==> src/rtl/mux4_rr_arbiter.sv <==
// Round-robin arbiter sharing one registered 4:1 datapath mux among four requesters,
// with bounded burst ownership and output-valid/source tracking aligned to the datapath register.
module mux4_rr_arbiter #(
  parameter int MAX_BURST = 4,
  parameter int CW        = $clog2(MAX_BURST + 1)
) (
  input  logic       clk,
  input  logic       rst,
  input  logic [3:0] req,
  input  logic       hold,
  output logic [3:0] ack,
  output logic [1:0] sel,
  output logic       wr_en,
  output logic       busy,
  output logic       out_valid,
  output logic [1:0] out_src
);

  typedef enum logic {IDLE = 1'b0, BURST = 1'b1} st_t;

  localparam logic [CW-1:0] MAX_CNT = CW'(MAX_BURST);
  localparam logic [CW-1:0] ONE_CNT = CW'(1);

  st_t           st_q, st_d;
  logic [1:0]    owner_q, owner_d;
  logic [CW-1:0] cnt_q, cnt_d;
  logic [1:0]    ptr_q, ptr_d;
  logic          out_valid_q, out_valid_d;
  logic [1:0]    out_src_q, out_src_d;

  logic          gnt_s;
  logic          cont_s;
  logic [1:0]    win_s;
  logic [1:0]    base_s;
  logic [1:0]    idx_s;

  // Grant decision: continue the current burst, else scan from the rotating start point.
  always_comb begin
    gnt_s  = 1'b0;
    cont_s = 1'b0;
    win_s  = owner_q;
    idx_s  = 2'd0;
    base_s = (st_q == BURST) ? (owner_q + 2'd1) : ptr_q;
    if (!rst && !hold) begin
      if ((st_q == BURST) && req[owner_q] && (cnt_q < MAX_CNT)) begin
        gnt_s  = 1'b1;
        cont_s = 1'b1;
      end else begin
        // Walk from the farthest offset down so the nearest requester is assigned last.
        for (int i = 3; i >= 0; i--) begin
          idx_s = base_s + 2'(i);
          if (req[idx_s]) begin
            gnt_s = 1'b1;
            win_s = idx_s;
          end else begin
            gnt_s = gnt_s;
          end
        end
      end
    end else begin
      gnt_s = 1'b0;
    end
  end

  // Next-state for ownership, burst count, rotation pointer and output tracking.
  always_comb begin
    st_d        = st_q;
    owner_d     = owner_q;
    cnt_d       = cnt_q;
    ptr_d       = ptr_q;
    out_valid_d = gnt_s;
    out_src_d   = gnt_s ? win_s : out_src_q;
    if (hold) begin
      st_d = st_q;
    end else if (gnt_s) begin
      owner_d = win_s;
      cnt_d   = cont_s ? (cnt_q + ONE_CNT) : ONE_CNT;
      st_d    = BURST;
    end else if (st_q == BURST) begin
      st_d  = IDLE;
      ptr_d = owner_q + 2'd1;
    end else begin
      st_d = IDLE;
    end
  end

  // State registers with asynchronous clear.
  always_ff @(posedge clk or posedge rst) begin
    if (rst) begin
      st_q        <= IDLE;
      owner_q     <= 2'd0;
      cnt_q       <= '0;
      ptr_q       <= 2'd0;
      out_valid_q <= 1'b0;
      out_src_q   <= 2'd0;
    end else begin
      st_q        <= st_d;
      owner_q     <= owner_d;
      cnt_q       <= cnt_d;
      ptr_q       <= ptr_d;
      out_valid_q <= out_valid_d;
      out_src_q   <= out_src_d;
    end
  end

  assign ack       = gnt_s ? (4'b0001 << win_s) : 4'b0000;
  assign sel       = win_s;
  assign wr_en     = gnt_s;
  assign busy      = (st_q == BURST);
  assign out_valid = out_valid_q;
  assign out_src   = out_src_q;

endmodule

==> config.mk <==
export PLATFORM = sky130hd
export DESIGN_NAME = mux4_rr_arbiter
export DESIGN_NICKNAME = d
export VERILOG_FILES = /design/src/rtl/mux4_rr_arbiter.sv
export SDC_FILE = /design/constraint.sdc
export NUM_CORES = 1
export LEC_CHECK = 0
export CAP_MARGIN = 30
export CORE_ASPECT_RATIO = 0.75
export CORE_UTILIZATION = 45
export DETAILED_ROUTE_END_ITERATION = 10
export GPL_TIMING_DRIVEN = 0
export PLACE_DENSITY = 0.71
export SYNTH_ARGS = -nofsm -noshare
export SYNTH_HDL_FRONTEND = slang
export SYNTH_SLANG_ARGS = --single-unit
==> constraint.sdc <==
create_clock -name clk -period 5.9 [get_ports clk]
set_input_delay 0.59 -clock clk [delete_from_list [all_inputs] [get_ports clk]]
set_output_delay 0.59 -clock clk [all_outputs]
set_load 0.05 [all_outputs]
==> After elaboration in Yosys (flattened, before gate mapping) <==
Index checks and enable logic that the tools add are counted.
{ "op_classes": {"bitwise_logic": 2, "add_sub_neg": 5, "n_lt_le_gt_ge": 6, "div": 0, "n_shift": 1, "n_mux": 28, "n_mul": 0, "reduce_logical": 7, "n_eq_ne": 0} }
{ "op_table": {"columns": ["operator", "n"], "rows": [
  ["less-than comparator 2 x 3 -> 1 bit (second input constant)", 5],
  ["two-way mux 1 bit", 14],
  ["two-way mux 2 bit", 7],
  ["binary-select mux 1 bit (select 2 bit)", 5],
  ["adder 2 x 1 -> 2 bit (second input constant)", 2],
  ["adder 2 bit (second input constant)", 2],
  ["two-way mux 4 bit", 1],
  ["AND reduction 2 bit", 2],
  ["left shift 1 x 2 -> 4 bit (first input constant)", 1],
  ["adder 3 x 1 -> 3 bit (second input constant)", 1],
  ["logical AND 1 bit", 3],
  ["less-than comparator 3 bit (second input constant)", 1],
  ["two-way mux 3 bit", 1],
  ["logical NOT 1 bit", 2],
  ["inverter 1 bit", 2]
]} }
{ "totals": {"rom_bits": 0, "ram_bits": 0, "inputBits": 7, "word_cells": 55, "out_inout_bits": 11, "memories": 0, "reg_bits": 11, "latch_bits": 0} }

==> Longest topological paths before layout <==
{ "depth": {"ltp_word": 13, "ltp_mapped": 9, "depth_no_buf": 7} }

==> Worst setup path after synthesis <==
OpenSTA, ideal clock, no wires.
{ "synth_timing": {"kind": "reg-to-output", "from": "register st_q (netlist: busy)", "to": "output port ack[3]", "path_stages_with_launch": 8, "path_slack_ns": 2.071, "required_ns": 5.310, "n_path_buf": 0, "arrival_ns": 3.239, "cell_sequence": "dfrtp_1 -> nor2b_2 -> or3b_1 -> a21oi_1 -> nor3_1 -> a211oi_2 -> nand2_1 -> nor2b_1"} }
{ "synth_via": {"elab_chain_cells": 12, "elab_cells_between_ends": 28, "classes_between": "add/sub: 3; shift: 1; mux: 22; reduce/logical: 2"} }
{ "synth_lines": {"columns": ["item", "line", "text"], "rows": [
  ["start: declaration", "24", "st_t st_q, st_d;"],
  ["start signal: assignment", "97", "st_q <= st_d;"],
  ["two-way mux 2 bit", null, null],
  ["adder 2 bit", "51", "idx_s = base_s + 2'(i);"],
  ["binary-select mux 1 bit (select 2 bit)", "52", "if (req[idx_s]) begin"],
  ["two-way mux 1 bit (implied by the code)", "52", null],
  ["two-way mux 2 bit (4 in series)", "52", null],
  ["two-way mux 2 bit *", "45", "if ((st_q == BURST) && req[owner_q] && (cnt_q < MAX_CNT)) begin"],
  ["two-way mux 2 bit *", "44", "if (!rst && !hold) begin"],
  ["via sel[1]", "12", "output logic [1:0] sel,"],
  ["left shift 1 x 2 -> 4 bit *", "106", "assign ack = gnt_s ? (4'b0001 << win_s) : 4'b0000;"],
  ["two-way mux 4 bit *", "106", null],
  ["end: declaration", "11", "output logic [3:0] ack,"]
]} }
The timed path passes the listed nets; every way through them passes the cells marked *. The select of a mux whose other input is x is not followed.

==> Worst setup path after layout <==
{ "layout_timing": {"from": "input port req[2]", "to": "output port ack[1]"} }
{ "layout_via": {"elab_chain_cells": 10, "elab_cells_between_ends": 26, "classes_between": "shift: 1; mux: 23; reduce/logical: 2"} }
{ "layout_lines": {"columns": ["item", "line", "text"], "rows": [
  ["start: declaration", "9", "input logic [3:0] req,"],
  ["binary-select mux 1 bit (select 2 bit)", "52", null],
  ["two-way mux 1 bit (implied by the code)", "52", null],
  ["two-way mux 2 bit (4 in series)", "52", null],
  ["two-way mux 2 bit", "45", null],
  ["two-way mux 2 bit", "44", null],
  ["left shift 1 x 2 -> 4 bit", "106", null],
  ["two-way mux 4 bit *", "106", null]
]} }
Mark *: on every way between the ends. The rest lies on a longest branch, timed or not. The select of a mux whose other input is x is not followed.

==> flow_summary.toml <==
[outcome]
outcome = "complete, no violations"

[job]
maxCapViolCount = 0

[detailed_routing]
ant_nets = 0
wl_per_cell_um = 15.1
drt_iter0_markers = 41
avgViaCountPerCell = 5.91
firstDrtPassIters = 4
drc = 0
routed-via-count = 922
routed_wl_mm = 2.36

[setup_path]
r2r_start = "busy$_DFFE_PP0N_"
crit_type = "in -> out"
startpoint = "req[2]"
rr_worst_depth = 7
worstSetupEndpoint = "ack[1]"
r2r_slack_ns = 3.68
crit_arrival_ns = 3.47
timing.rr.end = "out_src[0]$_DFFE_PP0P_"
cp-end-kind = "primary output"
cp_max_fo = 6
start_kind = "primary input"
required_ns = 5.31

[power]
peakVddDrop_uv = 241
power_switching_w = 0.000253
power_frac_seq_pct = 21.9
p_leak_nw = 0.496
power.density_nw_per_um2 = 438
swShare_pct = 49.0
p_int_w = 0.000264
combPwrFrac_pct = 68.4
clkPwrFrac_pct = 9.7

[global_route]
grt_max_degree = 12
grt_pass1_wl_mm = 4.00
track_usage_pct = 21.9
overflow = 0
antenna_found_initial = 0
first_global_vias = 853

[synth]
synth_area_um2 = 965
synth_mux_area_share_pct = 6.61
synth_cells = 112
yosysTopAreaCellShare_pct = 28.5
synth-xor-area-share_pct = 1.82
synth_edf_count = 0
seq_area_frac_synth_pct = 28.5
synthSimpleGateAreaFrac_pct = 24.4
synthDistinctLibCells = 50
ys_warn_count = 0
synth-seq-cells = 11
syn_avg_cell_area_um2 = 8.61
synth_area_leaders = "dfrtp_1 29%, nor2_1 4.3%, a21oi_1 4.2%"
synth_adder_area_share_pct = 1.30
synth_compound_area_share_pct = 30.2
syn-num-nets = 120
synth-async-reset-ratio_pct = 100
synth_top_family_by_area = "compound AO/OA/AOI/OAI gates"
synth_top_area_cell = "dfrtp_1"
synth-main-ff-cell = "dfrtp_1"

[clock_network]
h-tree-depth = 1
postCtsHoldBufs = 0
clk_latency_ns = 0.26
cts_resized = 0
cts_setup_buffers = 0
cts_made_buffers = 3
clock-sinks = 11
cts_tree = "built"
clk_pin_slew_ns = 0.07
cts-root-buf = "clkbuf_4"
clk_path_buf_depth = 2

[sta]
final-setup-viol-count = 0
worst_pin_slew_ns = 0.505
maxSlewHeadroom_pct = 66.2
timing.hold.ws_ns = 0.485
drv_slew = 0
tns_ns = 0
hold_violations = 0
period_minus_slack_ns = 4.06
fin_skew_ns = 0.00671
rsz0062_at_grt = "no"
fmax_ghz = 0.246
finalCritPeriodShare_pct = 68.8

[floorplan]
fp.dieW_um = 55.5
initial_core_util_pct = 47.9
core_area_um2 = 2010
rows = 14
dieArea_um2 = 2330
ioPinCount = 18
die_height_um = 42.1

[layout]
multi_input_area_um2 = 621
diodes = 0
syn_to_final_growth_pct = 22.4
fin_nets = 141
regArea_um2 = 275
fillers = 188
drive_gt1_share_pct = 14.4

[placement]
place_hpwl_mm = 1.80
routabilityCongestion = 0.886
port_buffers = 16

[hold_path]
worst_hold_path_type = "reg -> reg"
## state kept, by name, summed over array words and instances (netlist names)
register	count
ptr_q	2
owner_q	2
out_valid	1
out_src	2
busy	1
cnt_q	3
## metal layers
metal	track usage, %	wire [um]
met3	4.63	198
met2	34.5	1010
met5	0	0
met4	3.00	0
met1	31.9	1150
## metrics by stage
stage	area [um2]	worst slack [ns]	total power, W	std cells	util [%]
after floorplan	965	2.07	0.000380	112	-
after global routing	1180	1.65	0.000553	156	58.6
after global placement	1150	1.90	0.000459	152	57.3
final	1180	1.84	0.000517	156	58.6
after detailed placement	1150	1.88	0.000464	152	57.3
after CTS	1180	1.85	0.000516	156	58.6
## cell usage after synthesis (2+ instances only)
library cell and number:
nor3b_1 2, o21ai_1 2, nor3_1 3, o21ai_0 3, nor2_1 11, a211oi_1 3
nand2b_1 3, nor2b_1 3, and2b_1 2, buf_4 2, inv_1 5, mux2i_1 3
mux2_2 2, dfrtp_1 11, a211oi_2 2, nand2_1 10, a21oi_1 8, a22o_1 2
buf_2 4
## cell families (layout without fill, tap and decap cells)
kind of cell,after synthesis,count (layout)
compound gates,36,36
mux,6,6
buf+inv,13,33
fa+ha+maj,1,1
xor+xnor,2,2
simple gates,43,43
flops,11,11
## critical path: stages
cell and delay (ns):
clkdlybuf4s50_1 0.53, mux2_2 0.32, a2bb2oi_1 0.26, nand2_1 0.23, nor3_1 0.33, a211oi_2 0.10
nand2b_1 0.18, nor2b_1 0.11, clkdlybuf4s50_1 0.81
## final cells by class
type                    count  area share (%)
plain buffers               8            4.24
clock buffers               4            2.22
inverters                   5            1.59
multi-input cells          88            52.5
flip-flops and latches     11            23.3
well taps                  24            2.54
repair buffers             16            13.6
## how the worst min path moves through the flow
stage / from / endpoint / slack, ns / cells after the start
finish: cnt_q[0]$_DFFE_PP0P_ / cnt_q[0]$_DFFE_PP0P_ / 0.49 / 1
global route: cnt_q[0]$_DFFE_PP0P_ / cnt_q[0]$_DFFE_PP0P_ / 0.52 / 1
CTS: cnt_q[0]$_DFFE_PP0P_ / cnt_q[0]$_DFFE_PP0P_ / 0.49 / 1
detailed placement: cnt_q[0]$_DFFE_PP0P_ / cnt_q[0]$_DFFE_PP0P_ / 0.48 / 1
global placement: out_src[1]$_DFFE_PP0P_ / out_src[1]$_DFFE_PP0P_ / 0.47 / 2
floorplan: rst / busy$_DFFE_PP0N_ / 0.44 / 1
## power groups by stage
stage	Sequential [W]	Combinational [W]	Clock (W)
finish	0.000113	0.000353	0.0000501
global route	0.000117	0.000381	0.0000550
CTS	0.000113	0.000352	0.0000507
detailed placement	0.000114	0.000350	0
global placement	0.000114	0.000346	0
floorplan	0.000136	0.000245	0
## cell usage in the layout, fill, tap and decap left out, types with 2 or more instances in the layout
| cell type | n |
|---|---|
| a211oi_1 | 3 |
| a211oi_2 | 2 |
| a21oi_1 | 8 |
| a22o_1 | 2 |
| and2b_1 | 2 |
| buf_2 | 4 |
| buf_4 | 2 |
| clkbuf_1 | 2 |
| clkbuf_4 | 3 |
| clkdlybuf4s50_1 | 16 |
| dfrtp_1 | 11 |
| inv_1 | 5 |
| mux2_2 | 2 |
| mux2i_1 | 3 |
| nand2_1 | 10 |
| nand2b_1 | 3 |
| nor2_1 | 11 |
| nor2b_1 | 3 |
| nor3_1 | 3 |
| nor3b_1 | 2 |
| o21ai_0 | 3 |
| o21ai_1 | 2 |
No activity file was read; power rests on OpenSTA's default activity.
